==> src/rtl/mem_stage_pkg.sv <==
`default_nettype none
// ============================================================================
// Module   : mem_stage_pkg
// Brief    : Shared types and constants for the memory-stage controller:
//            controller state encoding, default wait count and the width of
//            the wait counter.
// Revision : 1.0 - initial release
// ============================================================================
package mem_stage_pkg;

    // Default number of idle ACCESS cycles before the memory strobe
    localparam int c_wait_cycles_def = 2;

    // Width of the loadable wait counter (covers WAIT_CYCLES 0..15)
    localparam int c_cnt_width = 4;

    // Controller states
    typedef enum logic [1:0] {
        ST_IDLE   = 2'd0,
        ST_ACCESS = 2'd1,
        ST_RESP   = 2'd2
    } state_t;

endpackage : mem_stage_pkg
`default_nettype wire

==> src/rtl/mem_wait_cnt.sv <==
`default_nettype none
// ============================================================================
// Module   : mem_wait_cnt
// Brief    : Loadable down-counter that saturates at zero. Flags zero so the
//            controller knows when the wait phase is over.
// Revision : 1.0 - initial release
// ============================================================================
module mem_wait_cnt
    import mem_stage_pkg::*;
#(
    parameter int WIDTH = c_cnt_width
) (
    input  logic             clk,
    input  logic             rst,     // active-low, asynchronous
    input  logic             load,
    input  logic [WIDTH-1:0] value,
    input  logic             dec,
    output logic             zero
);

    logic [WIDTH-1:0] r_count;

    // Load has priority; otherwise count down while enabled and nonzero
    always_ff @(posedge clk or negedge rst) begin
        if (!rst) begin
            r_count <= '0;
        end else if (load) begin
            r_count <= value;
        end else if (dec && (r_count != '0)) begin
            r_count <= r_count - WIDTH'(1);
        end
    end

    assign zero = (r_count == '0);

endmodule : mem_wait_cnt
`default_nettype wire

==> src/rtl/mem_stage_ctrl.sv <==
`default_nettype none
// ============================================================================
// Module   : mem_stage_ctrl
// Brief    : Pipeline memory-stage controller. Accepts one load/store at a
//            time, waits WAIT_CYCLES idle cycles, issues a single strobe to a
//            combinational-read word memory and returns a one-cycle response.
//            Optional macro MEM_STAGE_ALIGN_CHECK_EN: when defined, odd byte
//            addresses are rejected with rsp_err and never reach memory; when
//            undefined, address bit 0 is dropped and rsp_err is tied low.
// Revision : 1.0 - initial release
// ============================================================================
module mem_stage_ctrl
    import mem_stage_pkg::*;
#(
    parameter int ADDR_WIDTH  = 16,
    parameter int WAIT_CYCLES = c_wait_cycles_def
) (
    input  logic                  clk,
    input  logic                  rst,          // active-low, asynchronous
    input  logic                  req_valid,
    output logic                  req_ready,
    input  logic                  req_wr,
    input  logic [ADDR_WIDTH-1:0] req_addr,
    input  logic [15:0]           req_wdata,
    output logic                  rsp_valid,
    output logic [15:0]           rsp_rdata,
    output logic                  rsp_err,
    output logic                  mem_enable,
    output logic                  mem_wr,
    output logic [ADDR_WIDTH-1:0] mem_addr,
    output logic [15:0]           mem_data_in,
    input  logic [15:0]           mem_data_out
);

    localparam logic [c_cnt_width-1:0] c_wait_load = c_cnt_width'(WAIT_CYCLES);
    // Word addressing: byte-address bit 0 never reaches the memory
    localparam logic [ADDR_WIDTH-1:0]  c_word_mask = ~ADDR_WIDTH'(1);

    state_t                r_state;
    state_t                w_next;
    logic                  w_accept;
    logic                  w_strobe;
    logic                  w_misalign;
    logic                  w_zero;
    logic                  w_cnt_load;
    logic                  w_cnt_dec;
    logic                  r_wr;
    logic [ADDR_WIDTH-1:0] r_addr;
    logic [15:0]           r_wdata;
    logic [15:0]           r_rdata;

`ifdef MEM_STAGE_ALIGN_CHECK_EN
    assign w_misalign = req_addr[0];
`else
    assign w_misalign = 1'b0;
`endif

    mem_wait_cnt #(
        .WIDTH (c_cnt_width)
    ) u_wait_cnt (
        .clk   (clk),
        .rst   (rst),
        .load  (w_cnt_load),
        .value (c_wait_load),
        .dec   (w_cnt_dec),
        .zero  (w_zero)
    );

    // State register
    always_ff @(posedge clk or negedge rst) begin
        if (!rst) begin
            r_state <= ST_IDLE;
        end else begin
            r_state <= w_next;
        end
    end

    // Next-state and control decode; ready is masked while reset is held
    always_comb begin
        w_next     = r_state;
        w_accept   = 1'b0;
        w_strobe   = 1'b0;
        w_cnt_load = 1'b0;
        w_cnt_dec  = 1'b0;
        req_ready  = 1'b0;
        case (r_state)
            ST_IDLE: begin
                req_ready = rst;
                w_accept  = req_valid & rst;
                if (w_accept) begin
                    if (w_misalign) begin
                        w_next = ST_RESP;
                    end else begin
                        w_next     = ST_ACCESS;
                        w_cnt_load = 1'b1;
                    end
                end
            end
            ST_ACCESS: begin
                if (w_zero) begin
                    w_strobe = 1'b1;
                    w_next   = ST_RESP;
                end else begin
                    w_cnt_dec = 1'b1;
                end
            end
            ST_RESP: begin
                w_next = ST_IDLE;
            end
            default: begin
                w_next = ST_IDLE;
            end
        endcase
    end

    // Request capture so later req_* activity cannot disturb the transfer
    always_ff @(posedge clk or negedge rst) begin
        if (!rst) begin
            r_wr    <= 1'b0;
            r_addr  <= '0;
            r_wdata <= '0;
        end else if (w_accept) begin
            r_wr    <= req_wr;
            r_addr  <= req_addr;
            r_wdata <= req_wdata;
        end
    end

`ifdef MEM_STAGE_ALIGN_CHECK_EN
    logic r_err;

    // Response data/error, updated only on the way into RESP and held after
    always_ff @(posedge clk or negedge rst) begin
        if (!rst) begin
            r_rdata <= '0;
            r_err   <= 1'b0;
        end else if (w_strobe) begin
            r_rdata <= r_wr ? 16'h0000 : mem_data_out;
            r_err   <= 1'b0;
        end else if (w_accept && w_misalign) begin
            r_rdata <= 16'h0000;
            r_err   <= 1'b1;
        end
    end

    assign rsp_err = r_err;
`else
    // Response data, updated only on the way into RESP and held after
    always_ff @(posedge clk or negedge rst) begin
        if (!rst) begin
            r_rdata <= '0;
        end else if (w_strobe) begin
            r_rdata <= r_wr ? 16'h0000 : mem_data_out;
        end
    end

    assign rsp_err = 1'b0;
`endif

    assign rsp_valid   = (r_state == ST_RESP);
    assign rsp_rdata   = r_rdata;
    assign mem_enable  = w_strobe;
    assign mem_wr      = w_strobe & r_wr;
    assign mem_data_in = w_strobe ? r_wdata : 16'h0000;
    assign mem_addr    = r_addr & c_word_mask;

endmodule : mem_stage_ctrl
`default_nettype wire

==> config.mk <==
export PLATFORM = sky130hd
export DESIGN_NAME = mem_stage_ctrl
export DESIGN_NICKNAME = d
export VERILOG_FILES = /design/src/rtl/mem_stage_pkg.sv /design/src/rtl/mem_wait_cnt.sv /design/src/rtl/mem_stage_ctrl.sv
export SDC_FILE = /design/constraint.sdc
export NUM_CORES = 1
export LEC_CHECK = 0
export CORE_MARGIN = 2
export CORE_UTILIZATION = 40
export DETAILED_ROUTE_END_ITERATION = 8
export GPL_ROUTABILITY_DRIVEN = 0
export GPL_TIMING_DRIVEN = 0
export PLACE_DENSITY = 0.77
export SETUP_SLACK_MARGIN = 0.5
export SYNTH_ARGS = -nofsm -noshare
export SYNTH_HDL_FRONTEND = slang
export SYNTH_SLANG_ARGS = --single-unit
export TNS_END_PERCENT = 100
==> constraint.sdc <==
create_clock -name clk -period 2.1 [get_ports clk]
set_input_delay 0.315 -clock clk [delete_from_list [all_inputs] [get_ports clk]]
set_output_delay 0.315 -clock clk [all_outputs]
set_load 0.01 [all_outputs]
==> results_dict.tcl, run 1 <==
set metrics [dict create \
    status "finished, final reports clean" \
    drtAntennaViolNets 0 \
    skew_ps 9.55 \
    crit_top_cell "buf_6" \
    htree_levels 2 \
    placed_area_um2 3520 \
    drive_gt1_share_pct 27.8 \
    post_drt_wl_per_cell_um 14.3 \
    p_per_area_nw_per_um2 1280 \
    cp_top_family "buffers and inverters" \
    fill_cells 423 \
    final_cell_area_um2 4040 \
    routed_via_density 4.66 \
    clock_latency_ps 310 \
    ys.warnings.count 0 \
    rows 28 \
    cpPeakStageDelay_ps 400 \
    cts.clk_slew.worst_paths_ps 90 \
    fin_crit_sh_pct 97.2 \
    crit_type "register to output port" \
    clock-sinks 54 \
    ys_seq_area_share_pct 56.8 \
    ys_ff_latch 54 \
    grt_pass1_wl_um 9610 \
    routed_wl_um 6430 \
    setup_viol 0 \
    numCtsBuffers 5 \
    port_buffers 101 \
    area_growth_pct 69.8 \
    rsz0062_at_grt "true" \
    start_util_pct 40.7 \
    clockBufferDepth 2 \
    first_global_vias 2101 \
    io_pins 105 \
    syn_inst 240 \
    arrival_ps 1730 \
    drt_pass1_iterations 4 \
    period_minus_slack_ps 2040 \
    nets 427 \
    cts_tree "done" \
    crit_path_cell_trace "inv_2 > ha_4 > nor4b_4 > buf_4 > buf_6 > buf_8 > and2_4 > buf_6" \
    hpwl_um 4030 \
    die_w_um 81.1 \
    syn-cell-area_um2 2380 \
    crit_slowest_cell "dfrtp_1" \
    critical_path_required_ps 1780 \
    drv_slew 0 \
    drv_cap 0 \
    core_area_um2 5850 \
    finalPower_w 0.00516 \
    drc 0 \
    multi_input_area_um2 1040 \
    hold_viol 0 \
    clock.fmax_ghz 0.490 \
    fin_cells 449 \
    synth.distinct_cells 25 \
    cp-end-kind "output port" \
    grt_max_degree 30 \
    critPathBufInv 5 \
    totalNegativeSetupSlack_ps 0 \
    hold_path_class "register to register" \
    antenna_found_initial 0 \
    syn_area_per_cell_um2 9.92 \
    antennaDiodeCount 0 \
    irDropWorstVdd_mv 0.668 \
    placed_cells 418 \
    drt_iter0_markers 61 \
    regArea_um2 1350 \
    vias 2091 \
    die_area_um2 6580 \
    root_buffer "clkbuf_8" \
    start_kind "register" \
    overflow 0 \
    p_leak_nw 1.96 \
    critPathMaxFanout 5 \
    die_h_um 81.1 \
    grtUsageTotal_pct 19.3 \
]
==> routing by layer <==
layer	share of wire, %	up-vias	GRT usage [%]	wire [um]
li1	-	1009	-	-
met1	41	1005	22.3	2620
met2	52	63	34.0	3370
met3	4.3	14	4.67	278
met4	2.5	0	8.64	162
met5	0	-	0	0
==> synth_stat cells <==
library cell | n | area (um2)
clkbuf_1 | 9 | 33.8
nor4bb_1 | 1 | 10.0
or4_1 | 1 | 7.51
and2_1 | 17 | 106
o21ai_0 | 2 | 10.0
mux2_2 | 16 | 180
ha_1 | 2 | 25.0
dfrtp_1 | 54 | 1350
a21oi_1 | 1 | 5.00
nor3b_1 | 2 | 15.0
buf_2 | 1 | 5.00
nand4bb_1 | 1 | 11.3
buf_6 | 1 | 11.3
nand2b_4 | 1 | 13.8
inv_1 | 3 | 11.3
nor4_1 | 1 | 6.26
conb_1 | 1 | 3.75
mux2i_1 | 3 | 30.0
or2_2 | 1 | 6.26
nand2_1 | 98 | 368
nor2b_1 | 17 | 106
buf_4 | 3 | 22.5
nor2_1 | 2 | 7.51
nor4b_4 | 1 | 23.8
nor4b_1 | 1 | 8.76
==> sequential cells by signal, indices dropped and copies added, names as in the netlist <==
| name | flops |
|---|---|
| rsp_rdata | 16 |
| r_wr | 1 |
| r_addr | 15 |
| r_wdata | 16 |
| r_state | 2 |
| u_wait_cnt.r_count | 4 |
==> cells by family after synthesis <==
family	share of synthesized area (%)
flip-flops	56.8
AND/OR/NAND/NOR	29.0
other	0.158
adder cells (fa/ha/maj)	1.05
AO/OA/AOI/OAI	0.631
buffers and inverters	3.52
multiplexers	8.83
==> cells in the final DEF, fill, tap and decap left out, drive strengths merged <==
cell,instances
nand2,98
mux2,16
nand4bb,1
or4,1
nor3b,2
mux2i,3
nor4,1
nor4b,2
bufinv,2
dfrtp,54
nor4bb,1
clkdlybuf4s50,80
inv,3
or2,1
a21oi,1
ha,2
and2,17
dlygate4sd3,1
conb,2
o21ai,2
buf,50
nor2,2
nand2b,1
nor2b,17
clkbuf,14
==> through the flow <==
stage | utilization, % | setup WS [ps] | hold WS [ps]
2_1_floorplan | - | 395 | 19.4
3_3_place_gp | 59.8 | -1960 | 450
3_5_place_dp | 60.1 | -388 | 406
4_1_cts | 67.3 | 50.2 | 485
5_1_grt | 69.1 | -36.8 | 506
6_report | 69.1 | 57.9 | 479
==> tightest hold or removal path, cell delays in order (launching register included) <==
cell and delay [ps]:
dfrtp_1 350, nand2_1 50, nand2_1 50
==> path summary, 6_finish.rpt <==
check	start	to	slack, ps	depth (start not counted)
worst max-delay path	u_wait_cnt.r_count[1]	mem_data_in[2]	60	8
worst min-delay path	r_addr[5]	r_addr[5]	480	2
worst max register to register	u_wait_cnt.r_count[1]	rsp_rdata[10]	260	9
worst min register to register	r_addr[5]	r_addr[5]	480	2
max in group asynchronous	rst	r_addr[4]	1310	3
min in group asynchronous	rst	r_state[1]	610	3
==> report_power, final <==
| group | leakage, nW | internal, W | switching, W |
|---|---|---|---|
| logic | 1.21 | 0.00146 | 0.000995 |
| clock network | 0.0714 | 0.000508 | 0.000340 |
| registers | 0.676 | 0.00153 | 0.000318 |
==> final cells by class <==
| type | count | share of cell area [%] |
|---|---|---|
| flip-flops and latches | 54 | 33.4 |
| repair buffers | 125 | 32.0 |
| clock buffers | 6 | 2.04 |
| well taps | 75 | 2.32 |
| multi-input cells | 170 | 25.7 |
| inverters | 3 | 0.279 |
| plain buffers | 14 | 2.69 |
| clock inverters | 2 | 1.49 |
==> what timing repair did <==
item,4_1_cts,5_1_grt
pin swaps,17,1
gates resized for setup,123,30
hold buffers,2,1
setup endpoints to repair,71,73
hold endpoints to repair,29,54
cloned,3,0
buffers inserted,13,5
Note: power is estimated with default switching activity, not from simulation.
==> inputs of run 2 (changes only) <==
Settings changed: CORE_ASPECT_RATIO set to 0.5, GPL_TIMING_DRIVEN 0 to unset, SLEW_MARGIN set to 20.
==> results_dict.tcl, run 2 (same netlist as run 1, synthesis figures left out) <==
set metrics [dict create \
    status "finished with violations" \
    failed_checks "design-rule violations" \
    tightest_slew_ps 662 \
    clock-sinks 54 \
    critPathMaxFanout 3 \
    period_minus_slack_ps 2090 \
    relSlewSlack_pct 55.9 \
    overflow 0 \
    r2r-start "u_wait_cnt.r_count[0]" \
    clock_latency_ps 290 \
    fin_crit_sh_pct 99.7 \
    clockBufferDepth 2 \
    die_h_um 58.5 \
    drtAntennaViolNets 0 \
    cpPeakStageDelay_ps 390 \
    p_int_w 0.00353 \
    grt_max_degree 53 \
    p_sw_share_pct 33.0 \
    port_buffers 101 \
    crit_path_cell_trace "inv_2 > ha_4 > nor4b_4 > buf_4 > buf_6 > buf_6 > buf_6 > and2_4 > buf_6" \
    start_util_pct 42.4 \
    hpwl_um 4220 \
    setup_viol 0 \
    grtUsageTotal_pct 19.8 \
    totalNegativeSetupSlack_ps 0 \
    crit_type "register to output port" \
    skew_ps 7.97 \
    crit_slowest_cell "dfrtp_1" \
    root_buffer "clkbuf_16" \
    drive_gt1_share_pct 28.4 \
    routed_wl_um 6770 \
    htree_levels 2 \
    drc 5 \
    final_cell_mix "nand2_1 (98), clkdlybuf4s50_1 (80), dfrtp_1 (54)" \
    critical_path_required_ps 1780 \
    routed_via_density 4.79 \
    antennaDiodeCount 0 \
    die_area_um2 6620 \
    r2r_end "rsp_rdata[1]" \
    numCtsBuffers 5 \
    fill_cells 390 \
    io_pins 105 \
    drv_slew 0 \
    rsz0062_at_grt "true" \
    layout_commonest_cell "nand2_1" \
    pwr-share-comb_pct 49.0 \
    r2r_setup_slack_ps 170 \
    die_w_um 113 \
    drv_cap 0 \
    start_kind "register" \
    first_global_vias 2259 \
    hold_viol 0 \
    nets 423 \
    rr_worst_depth 10 \
    cts_tree "done" \
    area_growth_pct 70.7 \
    drt_iter0_markers 129 \
    vias 2122 \
    p_per_area_nw_per_um2 1300 \
    arrival_ps 1780 \
    pwr-share-seq_pct 35.1 \
    rows 19 \
    irDropWorstVdd_mv 0.671 \
    cts.clk_slew.worst_paths_ps 70 \
    p_leak_nw 1.95 \
    hold_path_class "input port to async pin" \
    switchingPower_w 0.00174 \
    post_drt_wl_per_cell_um 15.3 \
    clkPwrFrac_pct 15.9 \
    cp-end-kind "output port" \
    crit_top_cell "buf_6" \
    clock.fmax_ghz 0.478 \
    grt_pass1_wl_um 10400 \
    pre_cts_ws_ps -0.786 \
    finalWorstSetupSlack_ps 6.26 \
    antenna_found_initial 0 \
    drt_pass1_iterations 8 \
    core_area_um2 5610 \
]
## run 2: changes by cell type in the layout (fill, tap and decap cells not counted), sizes merged
cell           delta
clkdlybuf4s15     +1
bufinv            -2
clkinvlp          +1
clkbuf            -8
clkinv            +1
buf               +3
## run 2: layout make-up
cell class / instances / area [um2] / area share [%]
flip-flops and latches: 54 / 1350 / 33.3
multi-input cells: 170 / 1100 / 27.1
clock inverters: 2 / 12.5 / 0.308
well taps: 73 / 91.3 / 2.25
inverters: 3 / 11.3 / 0.277
clock buffers: 6 / 139 / 3.42
repair buffers: 135 / 1360 / 33.4
## run 2: timing repair
item	CTS	global route
hold endpoints to repair	2	0
pin swaps	15	3
hold buffers	1	0
buffers inserted	14	5
endpoints found under the setup margin	36	53
resized for setup	123	29
cloned	2	0
## run 2: routing by layer
layer  routed length (um)  GRT usage (%)
met5                    0              0
met1                 2740           23.1
met4                   83           4.88
met2                 3730           38.6
met3                  219           3.71
## run 2: worst max-delay path by stage
stage                          startpoint         endpoint  slack [ps]  cells past startpoint
floorplan           u_wait_cnt.r_count[0]  mem_data_in[10]         400                      5
global placement    u_wait_cnt.r_count[1]   mem_data_in[7]          30                      6
detailed placement  u_wait_cnt.r_count[1]  mem_data_in[13]        -0.8                      6
CTS                 u_wait_cnt.r_count[1]  mem_data_in[13]          20                      9
global route        u_wait_cnt.r_count[1]   mem_data_in[4]         -50                      9
finish              u_wait_cnt.r_count[0]  mem_data_in[13]           6                      9
## run 2: critical path, delay by kind of cell (launching register included)
kind / cells / cell delay (ps)
buffers and inverters: 6 / 630
flip-flops: 1 / 390
AND/OR/NAND/NOR: 2 / 330
adder cells (fa/ha/maj): 1 / 140
## run 2: per-stage QoR
stage                     util, %  cells  hold WS (ps)  cell area (um2)  power [W]
final                        72.4    443           225             4060    0.00527
after global placement       62.8    413           128             3520    0.00380
after detailed placement     62.8    413           131             3520    0.00390
after CTS                    69.8    438           242             3920    0.00501
after floorplan                 -    241          19.4             2400    0.00281
after global routing         72.4    443           295             4060    0.00561
## run 2: power by group through the flow
stage          registers (W)  clock network (W)  logic [W]
2_1_floorplan        0.00194                  0   0.000871
3_3_place_gp         0.00181                  0    0.00199
3_5_place_dp         0.00183                  0    0.00207
4_1_cts              0.00183           0.000845    0.00233
5_1_grt              0.00191           0.000893    0.00281
6_report             0.00185           0.000837    0.00259
==> inputs of run 3 (changes only) <==
Settings changed: CTS_CLUSTER_DIAMETER set to 200.
==> results of run 3 <==
Same layout as run 2: the final DEF is identical, and so are final timing and power.
